<file path="config.mk">
export PLATFORM = sky130hd
export DESIGN_NAME = keypad_scanner
export DESIGN_NICKNAME = d
export VERILOG_FILES = /design/src/rtl/calc_pkg.sv /design/src/rtl/sync_2ff.sv /design/src/rtl/keypad_scanner.sv
export SDC_FILE = /design/constraint.sdc
export NUM_CORES = 1
export LEC_CHECK = 0
export ABC_AREA = 1
export CAP_MARGIN = 20
export CORE_AREA = 2 2 71 73
export DETAILED_ROUTE_END_ITERATION = 16
export DIE_AREA = 0 0 73 75
export GPL_TIMING_DRIVEN = 1
export HOLD_SLACK_MARGIN = 0.06
export PLACE_DENSITY = 0.73
export SYNTH_ARGS = -nofsm -noshare
export SYNTH_HDL_FRONTEND = slang
export SYNTH_SLANG_ARGS = --single-unit
</file>
<file path="constraint.sdc">
create_clock -name clk -period 2.3 [get_ports clk]
set_input_delay 0.46 -clock clk [delete_from_list [all_inputs] [get_ports clk]]
set_output_delay 0.46 -clock clk [all_outputs]
set_load 0.1 [all_outputs]
</file>
<file path="src/rtl/calc_pkg.sv">
// rtl/calc_pkg.sv - shared key codes, operator codes and scanner states for the calculator front end
package calc_pkg;

    localparam logic [2:0] OP_ADD = 3'b001;
    localparam logic [2:0] OP_SUB = 3'b010;
    localparam logic [2:0] OP_MUL = 3'b100;

    typedef enum logic [3:0] {
        KEY_0, KEY_1, KEY_2, KEY_3, KEY_4, KEY_5, KEY_6, KEY_7, KEY_8, KEY_9,
        KEY_A, KEY_B, KEY_C, KEY_D, KEY_STAR, KEY_HASH
    } key_code_t;

    typedef enum logic [2:0] {SCAN, DEBOUNCE, PRESENT, STROBE, RELEASE} scan_state_t;

    function automatic key_code_t key_lut(input logic [1:0] row, input logic [1:0] col);
        key_code_t k;
        case ({row, col})
            4'h0: k = KEY_1;    4'h1: k = KEY_2;    4'h2: k = KEY_3;    4'h3: k = KEY_A;
            4'h4: k = KEY_4;    4'h5: k = KEY_5;    4'h6: k = KEY_6;    4'h7: k = KEY_B;
            4'h8: k = KEY_7;    4'h9: k = KEY_8;    4'ha: k = KEY_9;    4'hb: k = KEY_C;
            4'hc: k = KEY_STAR; 4'hd: k = KEY_0;    4'he: k = KEY_HASH; default: k = KEY_D;
        endcase
        return k;
    endfunction

    // Index of the lowest active (0) row; only meaningful when exactly one bit is low.
    function automatic logic [1:0] low_index(input logic [3:0] rows);
        if (!rows[0])      return 2'd0;
        else if (!rows[1]) return 2'd1;
        else if (!rows[2]) return 2'd2;
        else               return 2'd3;
    endfunction

endpackage

</file>
<file path="src/rtl/sync_2ff.sv">
// rtl/sync_2ff.sv - two-flop synchronizer, resets to all-ones (idle pulled-up level)
module sync_2ff #(
    parameter int WIDTH = 4
) (
    input  logic             clk,
    input  logic             rst_n,
    input  logic [WIDTH-1:0] d,
    output logic [WIDTH-1:0] q
);

    logic [WIDTH-1:0] meta;

    always_ff @(posedge clk or negedge rst_n) begin
        if (!rst_n) begin
            meta <= '1;
            q    <= '1;
        end else begin
            meta <= d;
            q    <= meta;
        end
    end

endmodule

</file>
<file path="src/rtl/keypad_scanner.sv">
// rtl/keypad_scanner.sv - 4x4 keypad scanner/debouncer emitting one calculator event per press
module keypad_scanner
    import calc_pkg::*;
#(
    parameter int SETTLE_CYCLES   = 4,
    parameter int DEBOUNCE_CYCLES = 1000
) (
    input  logic       clk,
    input  logic       nRST,
    input  logic [3:0] row_sense,
    output logic [3:0] col_drive,
    output logic [3:0] keypad_input,
    output logic       read_input,
    output logic [2:0] operator_input,
    output logic       equal_input
);

    localparam int SW = $clog2(SETTLE_CYCLES + 1);
    localparam int DW = $clog2(DEBOUNCE_CYCLES + 1);

    logic [3:0]  rs;
    scan_state_t state, state_d;
    logic [1:0]  idx, idx_d;
    logic [SW-1:0] settle_cnt, settle_d;
    logic [DW-1:0] deb_cnt, deb_d, deb_inc;
    logic [3:0]  pat_q, pat_d;
    key_code_t   key_q, key_d;
    logic [3:0]  keypad_d;
    logic        read_d, equal_d;
    logic [2:0]  op_d;

    sync_2ff #(.WIDTH(4)) u_row_sync (
        .clk   (clk),
        .rst_n (nRST),
        .d     (row_sense),
        .q     (rs)
    );

    assign col_drive = ~(4'b0001 << idx);
    assign deb_inc   = (deb_cnt == DW'(DEBOUNCE_CYCLES)) ? deb_cnt : deb_cnt + DW'(1);

    always_comb begin
        state_d  = state;
        idx_d    = idx;
        settle_d = settle_cnt;
        deb_d    = deb_cnt;
        pat_d    = pat_q;
        key_d    = key_q;
        keypad_d = keypad_input;
        read_d   = 1'b0;
        op_d     = 3'b000;
        equal_d  = 1'b0;
        case (state)
            SCAN: begin
                if (settle_cnt == SW'(SETTLE_CYCLES)) begin
                    settle_d = '0;
                    // Multiple rows low in one column is ambiguous, so it is treated as no key.
                    if ($countones(~rs) == 1) begin
                        pat_d   = rs;
                        key_d   = key_lut(low_index(rs), idx);
                        deb_d   = '0;
                        state_d = DEBOUNCE;
                    end else begin
                        idx_d = idx + 2'd1;
                    end
                end else begin
                    settle_d = settle_cnt + SW'(1);
                end
            end
            DEBOUNCE: begin
                if (rs == pat_q) begin
                    deb_d = deb_inc;
                    if (deb_inc == DW'(DEBOUNCE_CYCLES)) begin
                        deb_d   = '0;
                        state_d = PRESENT;
                    end
                end else begin
                    deb_d    = '0;
                    settle_d = '0;
                    state_d  = SCAN;
                end
            end
            PRESENT: begin
                // Digit is loaded a cycle ahead of read_input so it is already stable at the strobe.
                if (key_q <= KEY_9) keypad_d = 4'(key_q);
                state_d = STROBE;
            end
            STROBE: begin
                case (key_q)
                    KEY_A:             op_d    = OP_ADD;
                    KEY_B:             op_d    = OP_SUB;
                    KEY_C:             op_d    = OP_MUL;
                    KEY_D:             equal_d = 1'b1;
                    KEY_STAR, KEY_HASH: ;
                    default:           read_d  = 1'b1;
                endcase
                deb_d   = '0;
                state_d = RELEASE;
            end
            RELEASE: begin
                if (rs == 4'hf) begin
                    deb_d = deb_inc;
                    if (deb_inc == DW'(DEBOUNCE_CYCLES)) begin
                        deb_d    = '0;
                        settle_d = '0;
                        idx_d    = idx + 2'd1;
                        state_d  = SCAN;
                    end
                end else begin
                    deb_d = '0;
                end
            end
            default: state_d = SCAN;
        endcase
    end

    always_ff @(posedge clk or negedge nRST) begin
        if (!nRST) begin
            state          <= SCAN;
            idx            <= 2'd0;
            settle_cnt     <= '0;
            deb_cnt        <= '0;
            pat_q          <= 4'hf;
            key_q          <= KEY_0;
            keypad_input   <= 4'd0;
            read_input     <= 1'b0;
            operator_input <= 3'b000;
            equal_input    <= 1'b0;
        end else begin
            state          <= state_d;
            idx            <= idx_d;
            settle_cnt     <= settle_d;
            deb_cnt        <= deb_d;
            pat_q          <= pat_d;
            key_q          <= key_d;
            keypad_input   <= keypad_d;
            read_input     <= read_d;
            operator_input <= op_d;
            equal_input    <= equal_d;
        end
    end

endmodule
</file>
### Word level (Yosys, flattened, before mapping)

Memories as Yosys holds them, arrays and structs flattened. A register that Yosys moved wholly into a read port is not among the register bits.
Cells that the tools add are included.

| storage, ports and cells | value |
|---|---|
| register bits | 39 |
| logic and storage cells | 91 |
| memories | 1 |
| output and inout bits | 13 |
| input port bits | 6 |
| bits in read-only memories | 64 |

| operators by class | value |
|---|---|
| reductions and logical operators | 12 |
| bitwise logic cells | 2 |
| mux-type cells | 34 |
| $add $sub $neg | 6 |
| shift-type cells | 1 |
| magnitude comparators | 1 |
| equal/unequal tests | 23 |

Memory list:

| name | depth | bits a word | rd ports | clocked after Yosys merged registers in | write ports | RTL line | RTL |
|---|---|---|---|---|---|---|---|
| (name not given) | 16 | 4 | 1 | 1 | 0 | calc_pkg.sv:17 | `case ({row, col})` |

Operators by type and width:

| cell | number |
|---|---|
| $mux W10 | 6 |
| $pmux W10 S4 | 1 |
| $eq A4 B4 Y1 const B | 7 |
| $mux W3 | 9 |
| $eq A10 B10 Y1 const B | 2 |
| $mux W2 | 9 |
| $pmux W3 S3 | 2 |
| $pmux W3 S5 | 1 |
| $ne A2 B2 Y1 const B | 6 |
| $add A10 B1 Y10 const B | 1 |
| $reduce_and A5 Y1 | 2 |
| $not A4 Y4 | 2 |
| $eq A3 B1 Y1 const B | 2 |
| $eq A3 B2 Y1 const B | 2 |
| $eq A3 B3 Y1 const B | 2 |
| $reduce_and A3 Y1 | 2 |
| $reduce_or A6 Y1 | 1 |
| $mux W1 | 5 |
| $add A1 B1 Y2 | 2 |
| $eq A4 B4 Y1 | 1 |
| $le A4 B4 Y1 const B | 1 |
| $pmux W2 S2 | 1 |
| $reduce_and A4 Y1 | 1 |
| $reduce_bool A4 Y1 | 1 |
| other kinds (10) | 10 |

### Longest topological paths before layout

Gate-level depths: netlist of run 1.

| depth | value |
|---|---|
| depth after elaboration | 7 |
| depth in mapped cells | 14 |
| mapped depth without buffers | 14 |

### Modules after synthesis

A second synthesis of run 1 with hierarchy kept.

| second synthesis, totals | value |
|---|---|
| cell total of the unflattened synthesis | 281 |
| area, all modules | 2,339.7 um^2 |

By module, submodules not included:

| module | sequential area each (um^2) | area each (um^2) | times used | cells each |
|---|---|---|---|---|
| keypad_scanner | 880.8 | 2,129.5 | 1 | 273 |
| sync_2ff | 210.2 | 210.2 | 1 | 8 |

### Worst setup path after synthesis of run 1

Ideal clock, no wire load.

| path | value |
|---|---|
| kind | reg2reg |
| from | register u_row_sync.q[1] |
| to | register pat_q[1] |
| clock period less this slack | 2.472 ns |
| data required time | 2.218 ns |
| setup slack | -0.172 ns |
| data arrival time | 2.390 ns |
| cell stages (with the launch flop) | 9 |
| setup time | 0.082 ns |
| buffers on the path | 0 |
| cell sequence | dfstp_2 fa_1 inv_1 ha_1 ha_1 nor3_1 inv_1 nor3_2 mux2_2 |

| between the ends | value |
|---|---|
| word-level cells in the longest chain between the ends | 5 |

Ends and longest elaborated chain:

| element | RTL line | RTL |
|---|---|---|
| from (decl) | sync_2ff.sv:8 | `output logic [WIDTH-1:0] q` |
| from (signal assigned) | sync_2ff.sv:19 | `q <= meta;` |
| $not A4 Y4 | keypad_scanner.sv:58 | `if ($countones(~rs) == 1) begin` |
| $add A1 B1 Y2 (implied by the code) | keypad_scanner.sv:58 |  |
| $add A2 B2 Y3 (implied by the code) | keypad_scanner.sv:58 |  |
| $eq A3 B1 Y1 | keypad_scanner.sv:58 |  |
| $reduce_and A3 Y1 (no line) | -- |  |
| to (signal assigned) | keypad_scanner.sv:134 | `pat_q <= pat_d;` |
| to (decl) | keypad_scanner.sv:26 | `logic [3:0] pat_q, pat_d;` |

Several ways; a longest one is shown, not always the timed one.
A chain may end at the register's enable or synchronous reset.

### Worst setup path after layout of run 1

| path | value |
|---|---|
| from | register u_row_sync.q[1] |
| to | register deb_cnt[4] |

| between the ends | value |
|---|---|
| word-level cells in the longest chain between the ends | 6 |
| elaborated cells between the ends (all ways) | 11 |
| those cells by class | add/sub (2); eq/ne (4); mux (3); bitwise (1); reduce/logical (1) |

Ends and longest elaborated chain:

| element | RTL line | RTL |
|---|---|---|
| $not A4 Y4 | keypad_scanner.sv:58 |  |
| $add A1 B1 Y2 (implied by the code) | keypad_scanner.sv:58 |  |
| $add A2 B2 Y3 (implied by the code) | keypad_scanner.sv:58 |  |
| $eq A3 B1 Y1 | keypad_scanner.sv:58 |  |
| $ne A2 B2 Y1 (no line) | -- |  |
| $reduce_and A3 Y1 (no line) | -- |  |
| to (signal assigned) | keypad_scanner.sv:122 | `deb_cnt <= '0;` |
| to (signal assigned) | keypad_scanner.sv:133 | `deb_cnt <= deb_d;` |
| to (decl) | keypad_scanner.sv:25 | `logic [DW-1:0] deb_cnt, deb_d, deb_inc;` |

Several ways; a longest one is shown, not always the timed one.

==> results of run 1 <==
==> kinds of logic after synthesis <==
logic type,after synthesis
flops,43
mux,2
buf+inv,44
xor+xnor,5
fa+ha+maj,14
simple gates,142
compound gates,36
==> routing by layer <==
layer	vias to the layer above	GRT usage
met5	-	0
met4	0	0.0679
met3	4	0.0402
met2	36	0.304
met1	906	0.228
li1	997	-
==> Yosys cell counts <==
library cell	number	area share
nand2_1	62	0.099
inv_1	43	0.069
nor2_1	33	0.053
dfrtp_1	31	0.33
nand3_1	24	0.051
o21ai_0	19	0.040
ha_1	13	0.069
dfstp_2	12	0.13
nand4_1	5	0.013
a21oi_1	4	0.0085
a31oi_1	4	0.011
nor3_1	4	0.0085
nand2_2	3	0.0080
nor2_2	3	0.0080
o22ai_1	3	0.0080
xnor2_1	3	0.011
mux2_2	2	0.0096
nand3_2	2	0.0085
nor3_2	2	0.0085
nor3b_1	2	0.0064
xor2_1	2	0.0074
a211oi_1	1	0.0032
a21oi_2	1	0.0037
a41oi_1	1	0.0037
clkinv_1	1	0.0016
fa_1	1	0.0085
nand2_4	1	0.0048
nor2_4	1	0.0048
o211ai_1	1	0.0032
o21ai_1	1	0.0021
o31ai_1	1	0.0032
==> area by class of cell <==
cell class | count | area [sq um] | area share
Inverter | 44 | 165 | 0.0571
Clock buffer | 5 | 68.8 | 0.0238
Sequential cell | 43 | 1090 | 0.377
Multi-Input combinational cell | 199 | 1170 | 0.404
Timing Repair Buffer | 30 | 307 | 0.106
Tap cell | 54 | 67.6 | 0.0234
Clock inverter | 3 | 23.8 | 0.00822
==> metrics by stage <==
stage | hold WS, ns | setup slack (ns)
5_1_grt | 0.133 | -0.107
3_3_place_gp | 0.346 | 0.00750
3_5_place_dp | 0.349 | -0.0701
6_report | 0.123 | 0.0439
2_1_floorplan | 0.164 | -0.0380
4_1_cts | 0.127 | -0.0134
==> state kept, by name, summed over array words and instances, names as in the netlist <==
register,count
deb_cnt,10
key_q,4
keypad_input,4
pat_q,4
u_row_sync.meta,4
u_row_sync.q,4
operator_input,3
settle_cnt,3
state,3
idx,2
equal_input,1
read_input,1
==> where the power goes <==
| group | total [mW] | leakage [nW] | switching, mW | internal, mW |
|---|---|---|---|---|
| logic | 1.40 | 0.769 | 0.892 | 0.507 |
| clock network | 0.488 | 0.0408 | 0.271 | 0.217 |
| registers | 1.09 | 0.544 | 0.153 | 0.939 |
| total | 2.98 | 1.35 | 1.32 | 1.66 |
==> timing repair <==
| action | CTS | global route |
|---|---|---|
| resized for setup | 0 | 17 |
| pin swaps | 1 | 1 |
| setup endpoints to repair | 19 | 22 |
==> cells in the final DEF (no fill, tap or decap), types with 6 or more instances in the layout <==
cell type / Yosys / routed
buf_4: 0 / 17
dfrtp_1: 31 / 31
dfstp_2: 12 / 12
ha_1: 13 / 11
inv_1: 43 / 42
nand2_1: 62 / 62
nand3_1: 24 / 24
nor2_1: 33 / 30
nor2_2: 3 / 6
o21ai_0: 19 / 17
==> worst min path at each step <==
stage / start / end / cells past startpoint
6_report: nRST / deb_cnt[2] / 2
5_1_grt: nRST / state[0] / 2
4_1_cts: nRST / state[0] / 2
3_5_place_dp: u_row_sync.meta[0] / u_row_sync.q[0] / 0
3_3_place_gp: u_row_sync.meta[2] / u_row_sync.q[2] / 0
2_1_floorplan: nRST / deb_cnt[0] / 0
==> results.toml, run 1 <==
[placed_design]
dp_cells = 370
io_buffers = 18
dpl-instance-area_sq_mm = 0.00274
hpwlAfterDp_um = 3340
place.gp.congestion = 0.886

[critical_path]
path_depth = 9
crit_path_start = "u_row_sync.q[1]"
rr_worst_depth = 9
slowest_stage = "dfstp_2"
rrSetupSlack_ns = 0.04
cp-end-kind = "register"
crit_path_max_incr_delay_ns = 0.55
cp_num_buf_inv = 2
cp-endpoint = "deb_cnt[4]"
path_delay_family = "adder cells"
r2r-start = "u_row_sync.q[1]"
crit_required_ns = 2.48
worstReg2RegEnd = "deb_cnt[4]"
crit_chain = "fa_1 -> inv_1 -> ha_2 -> ha_4 -> nor3_4 -> a31oi_1 -> a21oi_2 -> buf_4 -> o22ai_1"
critical_path_class = "register to register"
cp_max_fo = 6
startpoint_type = "register"
cp.arrival_ns = 2.44

[clocking]
cts-hold-fix-buffers = 0
ctsLongestPathBuffers = 2
cts_inserted_buffers = 5
h-tree-depth = 2
post-cts-setup-buffer-count = 0
clkLatencyLatePin_ns = 0.30
clock_sinks = 43
cts_root_buffer = "clkbuf_8"
cts_tree = "done"
clk_pin_slew_ns = 0.08

[synth]
synthCells = 286
avgSynthCellArea_sq_um = 8.22
synth_seq_cells = 43
yosys.area_share.xor_xnor = 0.0186
synthMuxAreaShare = 0.00957
synthSimpleGateAreaFrac = 0.273
syn_nets = 306
synth.distinct_cells = 31
yosys_warnings = 0
ys_seq_area_frac = 0.464
synth-compound-area-share = 0.0867
synth_top_family_by_area = "simple AND/OR/NAND/NOR gates"
yosys.area_share.adder = 0.0777
syn_area_sq_mm = 0.00235

[routing]
met2_length_um = 2110
top_layer = "met4"
ant_nets = 0
wl_per_cell_um = 11.8
post_drt_via_cell_ratio = 5.14
routed_wl_um = 4470
routedLengthMet1_um = 2150
vias = 1943
drtIter0Drc = 117
drt_pass1_iterations = 4
drc = 0
wl_met3_um = 147

[floorplan]
die_x_um = 73
fp.dieH_um = 75
initial_core_util = 0.505
core_sq_mm = 0.00466
ioPinCount = 19
num_rows = 25
die_area_sq_mm = 0.00548

[finish]
drive_gt1_frac = 0.225
fin_area_sq_mm = 0.00289
postLayoutCoreUtil = 0.620
n_fill_cell = 391
antenna_cells = 0
area_growth_pct = 22.9
instances_no_fill = 378
fin_nets = 343

[grt]
grt_pass1_vias = 1751
grt_start_max_net_pins = 44
grt_overflow = 0
grt_pass1_wl_um = 7580
grt_usage = 0.180
antenna_found_initial = 0

[sta]
worst_slew_pin_slew_ns = 0.544
timing.final.crit_share = 0.981
drv_slew = 0
setup_viol = 0
fmax_mhz = 443
slew_headroom = 0.637
clock_skew_ns = 0.00459
rsz0062_at_grt = "true"
finalSetupTns_ns = 0
min_period_ns = 2.26
hold_violations = 0

[power_and_ir_drop]
total_power_mw = 2.98
power_density_mw_per_mm2 = 1030
p_leak_nw = 1.35
ir_drop_v = 0.000599

[run]
max_cap_viol_count = 0

[outcome]
status = "finished clean"

[hold_path]
holdCritPathClass = "primary input to async pin"
Power figures use the tool's default switching activity.
==> run 2, diff against run 1 <==
- PLACE_DENSITY: 0.73 -> unset
- PLACE_DENSITY_LB_ADDON: unset -> 0.12
==> run 2 against run 1 <==
Against the previous run: worst setup slack worse by 0.0034 ns; critical path depth stayed put; clock skew hardly changed; largest cell class unchanged; critical endpoint is now deb_cnt[0]; combinational power is 3% lower; first-iteration DRC count is 10% lower; utilization hardly changed.
==> results.toml, run 2 (synthesis results as in run 1) <==
[floorplan]
die_area_sq_mm = 0.00548
die_x_um = 73
fp.dieH_um = 75
initial_core_util = 0.505
num_rows = 25
ioPinCount = 19
core_sq_mm = 0.00466

[finish]
fin_area_sq_mm = 0.00289
ff_latch_area_sq_mm = 0.00109
multi_input_area_sq_mm = 0.00115
n_fill_cell = 391
fin_nets = 342
final_cell_mix = "nand2_1, inv_1, nor2_1, dfrtp_1, nand3_1"
final_common_cell = "nand2_1"
antenna_cells = 0
area_growth_pct = 22.9
drive_gt1_frac = 0.214
postLayoutCoreUtil = 0.620
largest_reg_flops = 10
regMostFlops = "deb_cnt"

[sta]
slew_headroom = 0.639
setup_ws_ns = 0.0405
clock_skew_ns = 0.00497
min_period_ns = 2.26
rsz0062_at_grt = "true"
hold_violations = 0
drv_slew = 0
holdWs_ns = 0.120
fmax_mhz = 443
worst_slew_pin_slew_ns = 0.541
timing.final.crit_share = 0.982
setup_viol = 0

[power_and_ir_drop]
p_int_mw = 1.75
ir_drop_v = 0.000639
p_comb_frac = 0.448
p_leak_nw = 1.36
pwr-share-clk = 0.194
power_density_mw_per_mm2 = 1050
switching_share = 0.425
seqPwrFrac = 0.358
power.switching_mw = 1.30

[placed_design]
place.gp.congestion = 0.885
pre_cts_ws_ns = -0.0490
io_buffers = 18
dpl-instance-area_sq_mm = 0.00273
hpwlAfterDp_um = 3300

[routing]
drc = 0
drt_pass1_iterations = 4
routed_wl_um = 4540
vias = 1922
ant_nets = 0
wl_per_cell_um = 12.0
drtIter0Drc = 105
post_drt_via_cell_ratio = 5.10

[critical_path]
crit_path_max_incr_delay_ns = 0.55
cp-end-kind = "register"
cp_num_buf_inv = 2
cp_max_fo = 10
cp.arrival_ns = 2.44
crit_chain = "fa_1 -> inv_1 -> ha_2 -> ha_4 -> nor3_4 -> a31oi_1 -> a21oi_2 -> buf_4 -> o21ai_0"
crit_required_ns = 2.48
startpoint_type = "register"
path_delay_family = "adder cells"
critical_path_class = "register to register"
slowest_stage = "dfstp_2"

[hold_path]
holdCritPathClass = "primary input to async pin"

[clocking]
cts-hold-fix-buffers = 0
clock_sinks = 43
cts_inserted_buffers = 5
cts_root_buffer = "clkbuf_8"
clk_pin_slew_ns = 0.08
ctsLongestPathBuffers = 2
h-tree-depth = 2
post-cts-setup-buffer-count = 0
cts_tree = "done"
clkLatencyLatePin_ns = 0.30

[run]
max_cap_viol_count = 0

[outcome]
status = "finished clean"

[grt]
grt_usage = 0.185
grt_pass1_vias = 1775
grt_overflow = 0
grt_pass1_wl_um = 7840
antenna_found_initial = 0
grt_start_max_net_pins = 44
run 2: routing by layer:
metal | vias up | GRT usage | wire [um]
met3 | 10 | 0.0428 | 150
met2 | 30 | 0.287 | 2070
met5 | - | 0 | 0
li1 | 995 | - | -
met4 | 0 | 0.0761 | 102
met1 | 887 | 0.251 | 2210
run 2: through the flow:
stage | TNS (ns) | total power [mW] | cells
finish | 0 | 3.04 | 377
global route | -1.68 | 3.27 | 377
CTS | 0 | 3.05 | 377
detailed placement | -0.329 | 2.44 | 369
global placement | -0.0106 | 2.42 | 369
floorplan | -0.0380 | 2.02 | 286
run 2: area by class of cell:
class | count | area share
Clock buffer | 5 | 0.0238
Clock inverter | 3 | 0.0152
Sequential cell | 43 | 0.377
Timing Repair Buffer | 29 | 0.103
Inverter | 44 | 0.0571
Multi-Input combinational cell | 199 | 0.400
Tap cell | 54 | 0.0234
run 2: path summary, 6_finish.rpt:
| kind | to | cells after the start | slack (ns) | startpoint |
|---|---|---|---|---|
| max in group asynchronous | pat_q[1] | 2 | 1.92 | nRST |
| setup / recovery | deb_cnt[0] | 9 | 0.04 | u_row_sync.q[1] |
| hold reg to reg | u_row_sync.q[2] | 0 | 0.36 | u_row_sync.meta[2] |
| min in group clk | u_row_sync.q[2] | 0 | 0.36 | u_row_sync.meta[2] |
| setup reg to reg | deb_cnt[0] | 9 | 0.04 | u_row_sync.q[1] |
| hold / removal | deb_cnt[2] | 2 | 0.12 | nRST |
run 2: power groups by stage:
| stage | Sequential [mW] | Combinational (mW) | Clock [mW] |
|---|---|---|---|
| 6_report | 1.09 | 1.36 | 0.590 |
| 5_1_grt | 1.12 | 1.51 | 0.642 |
| 4_1_cts | 1.09 | 1.34 | 0.614 |
| 3_5_place_dp | 1.10 | 1.34 | 0 |
| 3_3_place_gp | 1.10 | 1.32 | 0 |
| 2_1_floorplan | 1.18 | 0.836 | 0 |
run 2: timing repair:
| action | CTS | global route |
|---|---|---|
| gates resized for setup | 1 | 12 |
| pin swaps | 1 | 1 |
| setup endpoints to repair | 18 | 20 |
run 2: worst reg2reg max path, cell delays in order, from the launching register on:
cell and delay [ns]:
dfstp_2 0.55, fa_1 0.41, inv_1 0.06, ha_2 0.18
ha_4 0.20, nor3_4 0.18, a31oi_1 0.18, a21oi_2 0.13
buf_4 0.18, o21ai_0 0.09
==> run 3, diff against run 2 <==
- CTS_CLUSTER_SIZE: unset -> 14
==> results of run 3 <==
Same layout as run 2: the final DEF is identical, and so are final timing and power.
